<file path="src/rtl/llc_mem_ctrl_pkg.sv">
// Shared definitions for the LLC-side memory controller.
//   - FSM state encodings (kept as plain 2-bit constants so legacy
//     code that compares against raw values keeps working)
//   - line geometry: 128-bit line made of four 32-bit beats
package llc_mem_ctrl_pkg;

  localparam logic [1:0] LLC_ST_IDLE   = 2'd0;
  localparam logic [1:0] LLC_ST_ACCESS = 2'd1;
  localparam logic [1:0] LLC_ST_GAP    = 2'd2;
  localparam logic [1:0] LLC_ST_DONE   = 2'd3;

  localparam int LLC_LINE_W = 128;
  localparam int LLC_BEATS  = 4;

endpackage

</file>
<file path="src/rtl/llc_mem_ctrl.sv">
// LLC memory-side controller.
// Takes one 128-bit line read/write from the core's cache arbiter and
// serialises it into four 32-bit req/ack accesses on a word-wide backing
// memory (beat 0 = line bits [31:0]). Read lines are assembled into
// data_from_mem; completion is flagged on is_mem_ready.
//
// Ports
//   clk, rst            core clock, synchronous active-high reset
//   is_mem_req          core line request
//   is_memory_we        1 = line write, 0 = line read (sampled with request)
//   mem_addr_out[19:0]  line byte address (bits [3:0] ignored)
//   mem_data_out[127:0] write line (sampled with request)
//   is_mem_req_reset    core withdraws / acknowledges the request
//   data_from_mem       assembled read line
//   is_mem_ready        transfer complete
//   sram_req/we/addr/wdata, sram_rdata, sram_ack   backing-memory word port
//   busy                controller not idle
module llc_mem_ctrl
  import llc_mem_ctrl_pkg::*;
#(
  parameter int WORD_ADDR_W = 18,
  // Only 4 beats per line is supported; the beat counter is 2 bits wide.
  parameter int BEATS       = LLC_BEATS
) (
  input  logic                   clk,
  input  logic                   rst,
  input  logic                   is_mem_req,
  input  logic                   is_memory_we,
  input  logic [19:0]            mem_addr_out,
  input  logic [LLC_LINE_W-1:0]  mem_data_out,
  input  logic                   is_mem_req_reset,
  output logic [LLC_LINE_W-1:0]  data_from_mem,
  output logic                   is_mem_ready,
  output logic                   sram_req,
  output logic                   sram_we,
  output logic [WORD_ADDR_W-1:0] sram_addr,
  output logic [31:0]            sram_wdata,
  input  logic [31:0]            sram_rdata,
  input  logic                   sram_ack,
  output logic                   busy
);

  localparam logic [1:0] LAST_BEAT = 2'(BEATS - 1);

  logic [1:0]            st;
  logic [1:0]            beat;
  logic [15:0]           addr_q;
  logic [LLC_LINE_W-1:0] line_q;
  logic                  we_q;
  logic                  abort_q;
  logic [LLC_LINE_W-1:0] data_q;
  logic                  ready_q;
  logic                  abort;
  logic                  in_access;
  logic                  unused_addr_bits;

  // The line offset bits never reach the word port.
  assign unused_addr_bits = ^mem_addr_out[3:0];

  // The core drops or withdraws its request.
  assign abort     = is_mem_req_reset | ~is_mem_req;
  assign in_access = (st == LLC_ST_ACCESS);

  always_ff @(posedge clk) begin
    if (rst) begin
      st      <= LLC_ST_IDLE;
      beat    <= '0;
      addr_q  <= '0;
      line_q  <= '0;
      we_q    <= 1'b0;
      abort_q <= 1'b0;
      data_q  <= '0;
      ready_q <= 1'b0;
    end else begin
      case (st)
        LLC_ST_IDLE: begin
          if (is_mem_req && !is_mem_req_reset) begin
            addr_q  <= mem_addr_out[19:4];
            line_q  <= mem_data_out;
            we_q    <= is_memory_we;
            beat    <= '0;
            abort_q <= 1'b0;
            st      <= LLC_ST_ACCESS;
          end
        end
        LLC_ST_ACCESS: begin
          // A read abort seen while waiting must survive until the ack,
          // even if the core releases it again in the meantime.
          if (!we_q && abort) abort_q <= 1'b1;
          if (sram_ack) begin
            if (!we_q) data_q[{beat, 5'b0} +: 32] <= sram_rdata;
            if (!we_q && (abort_q || abort)) begin
              st <= LLC_ST_IDLE;
            end else if (beat == LAST_BEAT) begin
              // Writes always finish all beats; only the ready report
              // depends on whether the abort is still held.
              if (we_q && abort) begin
                st <= LLC_ST_IDLE;
              end else begin
                st      <= LLC_ST_DONE;
                ready_q <= 1'b1;
              end
            end else begin
              beat <= beat + 2'd1;
              st   <= LLC_ST_GAP;
            end
          end
        end
        LLC_ST_GAP: begin
          // No access is outstanding here, so a read abort exits at once.
          if (!we_q && abort) st <= LLC_ST_IDLE;
          else                st <= LLC_ST_ACCESS;
        end
        default: begin
          if (abort) begin
            st      <= LLC_ST_IDLE;
            ready_q <= 1'b0;
          end
        end
      endcase
    end
  end

  // Word port is driven only in ACCESS and forced to zero otherwise.
  assign sram_req      = in_access;
  assign sram_we       = in_access & we_q;
  assign sram_addr     = in_access ? WORD_ADDR_W'({addr_q, beat}) : '0;
  assign sram_wdata    = in_access ? line_q[{beat, 5'b0} +: 32] : 32'd0;
  assign data_from_mem = data_q;
  assign is_mem_ready  = ready_q;
  assign busy          = (st != LLC_ST_IDLE);

endmodule

</file>
<file path="config.mk">
export PLATFORM = sky130hd
export DESIGN_NAME = llc_mem_ctrl
export DESIGN_NICKNAME = d
export VERILOG_FILES = /design/src/rtl/llc_mem_ctrl_pkg.sv /design/src/rtl/llc_mem_ctrl.sv
export SDC_FILE = /design/constraint.sdc
export NUM_CORES = 1
export LEC_CHECK = 0
export ABC_AREA = 1
export CAP_MARGIN = 30
export CORE_MARGIN = 2
export CORE_UTILIZATION = 40
export DETAILED_ROUTE_END_ITERATION = 7
export HOLD_SLACK_MARGIN = 0.06
export PLACE_DENSITY = 0.8
export REMOVE_ABC_BUFFERS = 1
export SYNTH_ARGS = -nofsm -noshare
export SYNTH_HDL_FRONTEND = slang
export SYNTH_SLANG_ARGS = --single-unit
</file>
<file path="constraint.sdc">
create_clock -name clk -period 3.1 [get_ports clk]
set_clock_uncertainty 0.15 [all_clocks]
set_input_delay 0.62 -clock clk [delete_from_list [all_inputs] [get_ports clk]]
set_output_delay 0.62 -clock clk [all_outputs]
set_load 0.02 [all_outputs]
</file>
==> results.txt <==
Iter 0 DRT Violations -> 1172
RSZ-0062 raised after global routing -> no
via/cell ratio -> 5.35
Worst Hold Class -> register to register
pre-CTS worst setup slack -> 336 ps
Setup Total Neg Slack -> 0 ps
fin util -> 57.6%
Pwr Density -> 510 nW/µm²
post-synthesis cell type count -> 23
slew margin rel. -> 59.1%
crit path time final -> 2980 ps
Post-CTS Setup Bufs -> 0
EDFF count, synth -> 0
I/O pin count -> 368
pin count of the biggest net entering global routing -> 133
synthesis-to-finish area growth -> 42.3%
die area -> 31200 µm²
Synth Area per Inst -> 6.92 µm²
first-pass GRT wire length -> 64200 µm
crit path DAT -> 2210 ps
GP Congestion -> 0.863
slowest stage delay, CP -> 410 ps
CTS root buffer -> clkbuf_16
grt ovf -> 0
Finished Cell Area -> 17000 µm²
number of global-route vias before repair -> 12300
Bufs on Longest Clock Path -> 3
IR drop worst, VDD -> 0.427 mV
most frequent cell after synthesis -> nor2_1
Worst Setup Start Kind -> register
setup violators final -> 0
part of the Yosys area used for sequential elements -> 46.8%
drt first pass iters -> 5
async set-reset flop share out of synthesis -> 0%
clk_lat worst skew -> 550 ps
Total Power -> 8.67 mW
Worst-path clk slew -> 60 ps
Max-cap violations -> 0
antenna fix cells -> 0
number of I/O port buffers -> 363
DR vias -> 12900
all-layer global routing usage -> 25.4%
dominant synthesized flop cell -> dfxtp_1
htree depth -> 1
Multi-input gate area -> 5540 µm²
Worst path slowest cell -> dfxtp_4
reg2reg start -> beat[0]
share of the synthesized area in the top cell type -> 46.8%
Core Rows -> 63
fill count -> 2590
height of the die -> 177 µm
Register Area -> 5590 µm²
hold wc startpoint -> is_mem_ready
status -> complete, no violations
CP Max Fanout -> 37
fmax -> 335 MHz
CP startpoint -> beat[0]
post-synthesis cell area -> 11900 µm²
worst setup margin -> 119 ps
synth cell count leaders -> 493 x nor2_1, 279 x dfxtp_1, 211 x o21ai_0, 185 x a21oi_1, 167 x nand2_1
delay-heaviest family, CP -> buffers and inverters
largest area contributor in the netlist -> dfxtp_1
CTS tree -> built
kind of critical path -> register to output port
CP bufs+invs -> 2
Slew @ Worst Pin -> 612 ps
DRT antenna net count -> 0
Final Hold Viols -> 0
wire length per cell -> 17.0 µm
placed cell area -> 15900 µm²
Crit. End Element -> output port
LEAKAGE -> 6.50 nW
initial antenna violation count -> 0
DP Wirelength -> 26200 µm
ranking of synthesized cells by area -> dfxtp_1 47%, nor2_1 16%, o21ai_0 8.9%, a21oi_1 7.8%, nand3_1 5.5%
Critical Path RT -> 2330 ps
DRC viols -> 0
part of the cycle the worst path needs -> 96.2%
Slew Viols, Final -> 0
Total Wirelength -> 41200 µm
die width -> 177 µm
Worst path most repeated cell -> nor2_1
#FFs+latches synth -> 279
number of synthesis warnings -> 0
core box area -> 29500 µm²
initial core utilization -> 40.5%
nets -> 2200
layout cells sized above 1 -> 5.22%
Gate Count Post-Synth -> 1725
cts hold-fix bufs -> 0
Num CTS Buffers -> 29
cells along the critical path -> bufbuf_16, nor2_1, nor2_1, o21ai_0, a21oi_2, dlygate4sd2_1
clk sinks -> 279
==> worst reg2reg max path: cells and delay by family, from the launching register on <==
| family | cells | cell delay, ps |
|---|---|---|
| adder cells (fa/ha/maj) | 1 | 530 |
| flip-flops | 1 | 410 |
| AND/OR/NAND/NOR | 3 | 720 |
| buffers and inverters | 3 | 630 |
| AO/OA/AOI/OAI | 1 | 170 |
==> cell families (layout without fill, tap and decap cells) <==
| family | count (synthesis) | after routing | share of synthesized area (%) |
|---|---|---|---|
| buf+inv | 198 | 503 | 6.90 |
| simple gates | 843 | 843 | 28.9 |
| compound gates | 399 | 399 | 16.7 |
| flops | 279 | 279 | 46.8 |
| fa+ha+maj | 6 | 6 | 0.629 |
==> per-layer routing <==
layer / track usage [%] / up-vias / routed length, µm
met5: 0 / - / 0
met4: 9.23 / 0 / 1440
met3: 6.53 / 101 / 4020
met2: 43.6 / 629 / 19600
met1: 30.5 / 5998 / 16200
li1: - / 6216 / -
==> layout by cell type (no fill, tap or decap), drive strengths merged <==
| master | n |
|---|---|
| o22ai | 1 |
| dfxtp | 279 |
| clkdlybuf4s50 | 330 |
| bufbuf | 1 |
| nand3 | 131 |
| clkinv | 8 |
| nor3 | 17 |
| dlymetal6s2s | 9 |
| buf | 42 |
| nand2 | 168 |
| nand4 | 33 |
| inv | 43 |
| o21ai | 213 |
| dlygate4sd2 | 22 |
| ha | 6 |
| bufinv | 3 |
| clkbuf | 45 |
| nor2 | 494 |
| a21oi | 185 |
==> report_power, final <==
part | total (mW) | switching, mW | internal [mW]
Clock | 3.70 | 1.43 | 2.26
Combinational | 1.12 | 0.643 | 0.481
Sequential | 3.84 | 0.0809 | 3.76
Total | 8.67 | 2.16 | 6.51
==> area by class of cell <==
cell class	instances	area share, %
multi-input cells	1248	32.6
well taps	390	2.87
clock buffers	44	5.38
flip-flops and latches	279	32.9
clock inverters	9	0.707
inverters	45	1.03
repair buffers	405	24.5
==> path summary, 6_finish.rpt <==
path                        to  slack [ps]  cells after the start
min               is_mem_ready         300                      2
min reg2reg       is_mem_ready         300                      2
max reg2reg  data_from_mem[83]         420                      8
max              sram_wdata[3]         120                      6
==> per-stage QoR <==
stage          cells  hold WS [ps]
3_5_place_dp    2366           291
2_1_floorplan   1572           282
5_1_grt         2420           326
6_report        2420           299
4_1_cts         2420           300
3_3_place_gp    2366           287
==> sequential cells by signal (all words and copies together), names as in the netlist <==
| name | flops |
|---|---|
| line_q | 128 |
| is_mem_ready | 1 |
| st | 2 |
| abort_q | 1 |
| addr_q | 16 |
| we_q | 1 |
| beat | 2 |
| data_from_mem | 128 |
==> what timing repair did <==
item                       in CTS  in global routing
setup endpoints to repair      32                 11
resized for setup              27                 13
cloned                          1                  0
Note: power is estimated with default switching activity, not from simulation.
==> edit 1 (config.mk and constraints unchanged) <==
Set the package constant `LLC_LINE_W` to 64 (it was 128).
--- a/src/rtl/llc_mem_ctrl_pkg.sv
+++ b/src/rtl/llc_mem_ctrl_pkg.sv
@@ -9,7 +9,7 @@
   localparam logic [1:0] LLC_ST_GAP    = 2'd2;
   localparam logic [1:0] LLC_ST_DONE   = 2'd3;
 
-  localparam int LLC_LINE_W = 128;
+  localparam int LLC_LINE_W = 64;
   localparam int LLC_BEATS  = 4;
 
 endpackage
Ports: changed (resized data_from_mem and mem_data_out); port bits go from 368 to 240. No check against the original RTL was run, so the function may have changed too.
==> edit 1 against the original RTL <==
- design area is 45% lower
- total power is 38% lower
- synthesized cell count decreased by 51%
- wire length down 56%
- setup slack worse by 0.00092 ns
- synthesized area is 48% lower
- sequential cell count decreased by 128
- non-clock buffer count fell by 152
- critical path type unchanged
==> edit 1: results (changes against the original RTL) <==
- Total GRT Usage: 0.2183 (was 0.2537)
- I/O Buffers: 235 (was 363)
- Avg WL per Cell: 14.57 um (was 17.04 um)
- Fraction of registers with async set/reset: 0 (unchanged)
- Initial drt markers: 380 (was 1172)
- Place WS: 0.4494 ns (was 0.3364 ns)
- Worst setup path start: st[0] (was beat[0])
- Setup crit end: sram_addr[15] (was sram_wdata[3])
- Vias after detailed routing: 6318 (was 12.94k)
- DR vias/cell: 5.087 (was 5.349)
- Wire length of the first global-routing pass: 28.78 mm (was 64.21 mm)
- Placed cell areas: 0.008600 mm2 (was 0.01590 mm2)
- Clock latency on the worst-skew pair: 0.41 ns (was 0.55 ns)
- Outcome: completed (unchanged)
- Max H-tree Level: 4 (was 1)
- Highest fanout seen on the critical path: 20 (was 37)
- CTS clk-pin slew, worst paths: 0.06 ns (about the same)
- Synth cell count leaders: nand2_1 (152), nor2_1 (152), dfxtp_1 (151) (was nor2_1 (493), dfxtp_1 (279), o21ai_0 (211))
- Share of cells above drive strength 1: 0.05693 (was 0.05222)
- Leak: 0.003610 uW (was 0.006496 uW)
- Drt first pass iters: 6 (was 5)
- FF-to-FF setup slack: 1.03 ns (was 0.42 ns)
- Arrival time worst endpoint: 2.21 ns (about the same)
- CTS Buf Count: 17 (was 29)
- Post-CTS setup buffer count: 0 (unchanged)
- Post-synthesis sequential area ratio: 0.4891 (was 0.4682)
- Largest net degree at the start of global routing: 70 (was 133)
- Worst r2r dst: data_from_mem[34] (was data_from_mem[83])
- GPL Wtd Cong: 0.8065 (was 0.8633)
- Clk buf depth: 2 (was 3)
- Synth Instances: 841 (was 1725)
- Vias in the first global route: 5902 (was 12.27k)
- Power, Total: 5403 uW (was 8666 uW)
- Setup slack after layout: 0.1183 ns (was 0.1192 ns)
- Detailed placement HPWL: 11.86 mm (was 26.25 mm)
- Slew headroom: 0.5150 (was 0.5912)
- VDD IR max: 348.1 uV (was 426.6 uV)
- R2R cell count: 7 (was 8)
- Worst path slowest cell: clkdlybuf4s50_1 (was dfxtp_4)
- Synth area leaders: dfxtp_1 (49%), a21oi_1 (9.7%), nand2_1 (9.2%), nor2_1 (9.2%), nand4_1 (6.6%) (was dfxtp_1 (47%), nor2_1 (16%), o21ai_0 (8.9%), a21oi_1 (7.8%), nand3_1 (5.5%))
edit 1: cell count changes after synthesis, moves of 69 or more:
cell	before	now
clkbuf_1	110	37
dfxtp_1	279	151
nand3_1	131	4
nor2_1	493	152
o21ai_0	211	11
o21ai_1	2	71
edit 1: worst min-delay path by stage:
stage / start / slack, ns / endpoint / cells after the start
global route: addr_q[8] / 0.32 / addr_q[8] / 2
CTS: addr_q[4] / 0.30 / addr_q[4] / 2
global placement: addr_q[4] / 0.29 / addr_q[4] / 2
floorplan: addr_q[0] / 0.28 / addr_q[0] / 2
detailed placement: addr_q[5] / 0.29 / addr_q[5] / 2
finish: addr_q[4] / 0.30 / addr_q[4] / 2
edit 1: area by class of cell:
cell class                 instances  area [um2]
clock buffer                      19       432.9
clock inverter                    13       202.7
multi-input combinational        588        2696
sequential                       151        3023
tap                              188       235.2
fill                            1388        5867
inverter                          30       112.6
timing repair buffer             253        2576
edit 1: cells by family after synthesis:
group / after synthesis / share of synthesized area
simple gates: 380 / 0.2611
compound gates: 204 / 0.1658
flops: 151 / 0.4891
buf+inv: 102 / 0.07591
fa+ha+maj: 4 / 0.008097
edit 1: repair_timing:
item	4_1_cts	5_1_grt
resized for setup	1	18
gates cloned	0	0
setup endpoints to repair	1	35
edit 1: metal layers:
metal | track usage | routed length, um | up-vias
met3 | 0.08556 | 1954 | 27
met2 | 0.3558 | 8164 | 258
met4 | 0.07175 | 319 | 0
met1 | 0.2651 | 7662 | 2836
li1 | - | - | 3197
met5 | 0 | 0 | -
edit 1: report_power, final:
part	total (uW)	internal, uW	switching, uW	leakage, uW
combinational	1030	415	610	0.00207
clock	2240	1430	810	0.000307
sequential	2140	2080	64.4	0.00123
==> edit 2 (same flow settings) <==
Without the edit above. Make the reset (`rst`) asynchronous in one clocked block. Comments in the files are not updated.
--- a/src/rtl/llc_mem_ctrl.sv
+++ b/src/rtl/llc_mem_ctrl.sv
@@ -61,7 +61,7 @@
   assign abort     = is_mem_req_reset | ~is_mem_req;
   assign in_access = (st == LLC_ST_ACCESS);
 
-  always_ff @(posedge clk) begin
+  always_ff @(posedge clk or posedge rst) begin
     if (rst) begin
       st      <= LLC_ST_IDLE;
       beat    <= '0;
Check against the original RTL: differs if rst is asserted again (counterexample within 4 cycles, from zero or initial values and one cycle with rst high); with rst held inactive, the same outputs for 4 cycles.
==> edit 2 against the original RTL <==
- design area up 4.0%
- setup slack got worse by 0.0031 ns
- wire length down 6.5%
- sequential cell count unchanged
- via count is 8.5% lower
- die area rose by 4.7%
- synthesized area up 4.9%
- highest routed layer unchanged
Power is not compared: it rests on default switching activity, and its combinational part moved more than twofold at a synthesized area within 25%.
==> edit 2: results (changes against the original RTL) <==
- Outcome: completed (unchanged)
- Post-synth cell types: 24 (was 23)
- Worst setup path start: st[1] (was beat[0])
- Synth area leaders: dfrtp_1 (56%), nand2_1 (16%), o21ai_0 (5.6%), o21ai_1 (4.2%), nand3_1 (4.1%) (was dfxtp_1 (47%), nor2_1 (16%), o21ai_0 (8.9%), a21oi_1 (7.8%), nand3_1 (5.5%))
- Setup crit end: sram_addr[12] (was sram_wdata[3])
- Clock latency on the worst-skew pair: about 0.56 ns
- Synth cell count leaders: nand2_1 (517), dfrtp_1 (279), o21ai_0 (140) (was nor2_1 (493), dfxtp_1 (279), o21ai_0 (211))
- Highest fanout seen on the critical path: 52 (was 37)
- Clk buf depth: 3 (unchanged)
- Post-synthesis compound-gate area fraction: 0.1240 (was 0.1675)
- Layout Nets: 2068 (was 2200)
- Place WS: 0.3809 ns (was 0.3364 ns)
- CTS clk-pin slew, worst paths: 0.06 ns (about the same)
- Leak: 0.008132 uW
- Period utilization: 0.9625 (was 0.9615)
- Arrival time worst endpoint: 2.21 ns (about the same)
- Share of cells above drive strength 1: 0.05684 (was 0.05222)
- Placed insts: 2240 (was 2366)
- Largest net degree at the start of global routing: 98 (was 133)
- Total GRT Usage: 0.2326 (was 0.2537)
- GPL Wtd Cong: 0.8631 (was 0.8633)
- Hold path start: line_q[13] (was is_mem_ready)
- Initial drt markers: 887 (was 1172)
- Syn_area_per_cell: 8.071 um2 (was 6.916 um2)
- R2R cell count: 7 (was 8)
- Antenna violations before repair: 0 (unchanged)
- Avg WL per Cell: 16.79 um (was 17.04 um)
- Root buf cell: clkbuf_16 (unchanged)
- FF-to-FF setup slack: 0.77 ns (was 0.42 ns)
- Worst r2r dst: data_from_mem[113] (was data_from_mem[83])
- Wire length of the first global-routing pass: 62.13 mm (was 64.21 mm)
- Mux share of post-synthesis cell area: 0 (unchanged)
- CTS Buf Count: 30 (was 29)
- VDD IR max: just over 600 uV
- Drt first pass iters: 6 (was 5)
- I/O Buffers: 363 (unchanged)
- Hold WC Path Type: flip-flop to flip-flop (unchanged)
- Vias after detailed routing: 11.85k (was 12.94k)
- Fraction of registers with async set/reset: 1.000 (was 0)
- Slew headroom: 0.5840 (was 0.5912)
- Detailed placement HPWL: 25.79 mm (was 26.25 mm)
- RR Startpoint: beat[0] (unchanged)
- Post-synthesis sequential area ratio: 0.5581 (was 0.4682)
- Yosys warnings: 0 (unchanged)
- Adder-cell area share of the yosys netlist: 0.006001 (was 0.006293)
- # diodes: 0 (unchanged)
- DR vias/cell: 5.160 (was 5.349)
- Placed cell areas: 0.01661 mm2 (was 0.01590 mm2)
-- edit 2: cell count changes in the layout (fill, tap and decap cells not counted), moves of 9 or more --
cell            change
nor2_1            -373
dfrtp_1           +278
dfxtp_1           -277
nand3_1            -29
inv_1              +52
o21ai_0            -71
dlymetal6s2s_1      -9
nand2_1           +350
a21oi_1           -119
nor3_1             -14
o21ai_1           +103
nand4_1            -33
-- edit 2: stage by stage --
stage / utilization / setup TNS, ns
2_1_floorplan: - / -2055.36
3_3_place_gp: 0.5417 / 0
3_5_place_dp: 0.5417 / 0
4_1_cts: 0.5759 / 0
5_1_grt: 0.5758 / 0
6_report: 0.5758 / 0
-- edit 2: what timing repair did --
item / CTS / global route
setup endpoints to repair: 32 / 2
resized for setup: 34 / 3
pin swaps: 0 / 0
-- edit 2: worst min path at each step --
stage	to	slack (ns)	cells past startpoint
finish	line_q[13]	0.33	2
global route	line_q[119]	0.34	2
CTS	line_q[112]	0.33	2
detailed placement	line_q[112]	0.31	2
global placement	line_q[112]	0.31	2
floorplan	line_q[0]	0.29	2
-- edit 2: final cells by class --
| cell class | instances | area (um2) |
|---|---|---|
| fillers | 2585 | 13010 |
| flip-flops and latches | 279 | 6985 |
| multi-input cells | 1066 | 4644 |
| repair buffers | 402 | 4079 |
| clock buffers | 40 | 869.6 |
| well taps | 396 | 495.5 |
| inverters | 97 | 375.4 |
| clock inverters | 16 | 210.2 |
-- edit 2: kinds of logic after synthesis --
group                      count (synthesis)
adders and majority gates                  6
AOI/OAI and AO/OA                        310
buffers and inverters                    205
and+or+nand+nor                          750
DFF                                      279
-- edit 2: layer usage --
metal | part of all wire | up-vias | GRT usage | routed length (um)
met3 | 0.11 | 82 | 0.05382 | 4281
met4 | 0.030 | 0 | 0.07581 | 1148
met5 | 0 | - | 0 | 0
li1 | - | 5577 | - | -
met1 | 0.40 | 5562 | 0.3096 | 15450
met2 | 0.46 | 626 | 0.3766 | 17670
-- edit 2: report_power, final --
part	leakage [uW]	switching [uW]	internal [uW]
combinational	0.00397	4240	2330
clock	0.000535	1500	2370
sequential	0.00362	556	4810
-- edit 2: worst max-delay path, cell delays in order, from the launching register on --
cell	delay (ns)
dfrtp_1	0.43
nor2_4	0.13
clkinv_1	0.10
buf_12	0.19
nor2_1	0.15
clkdlybuf4s50_1	0.62
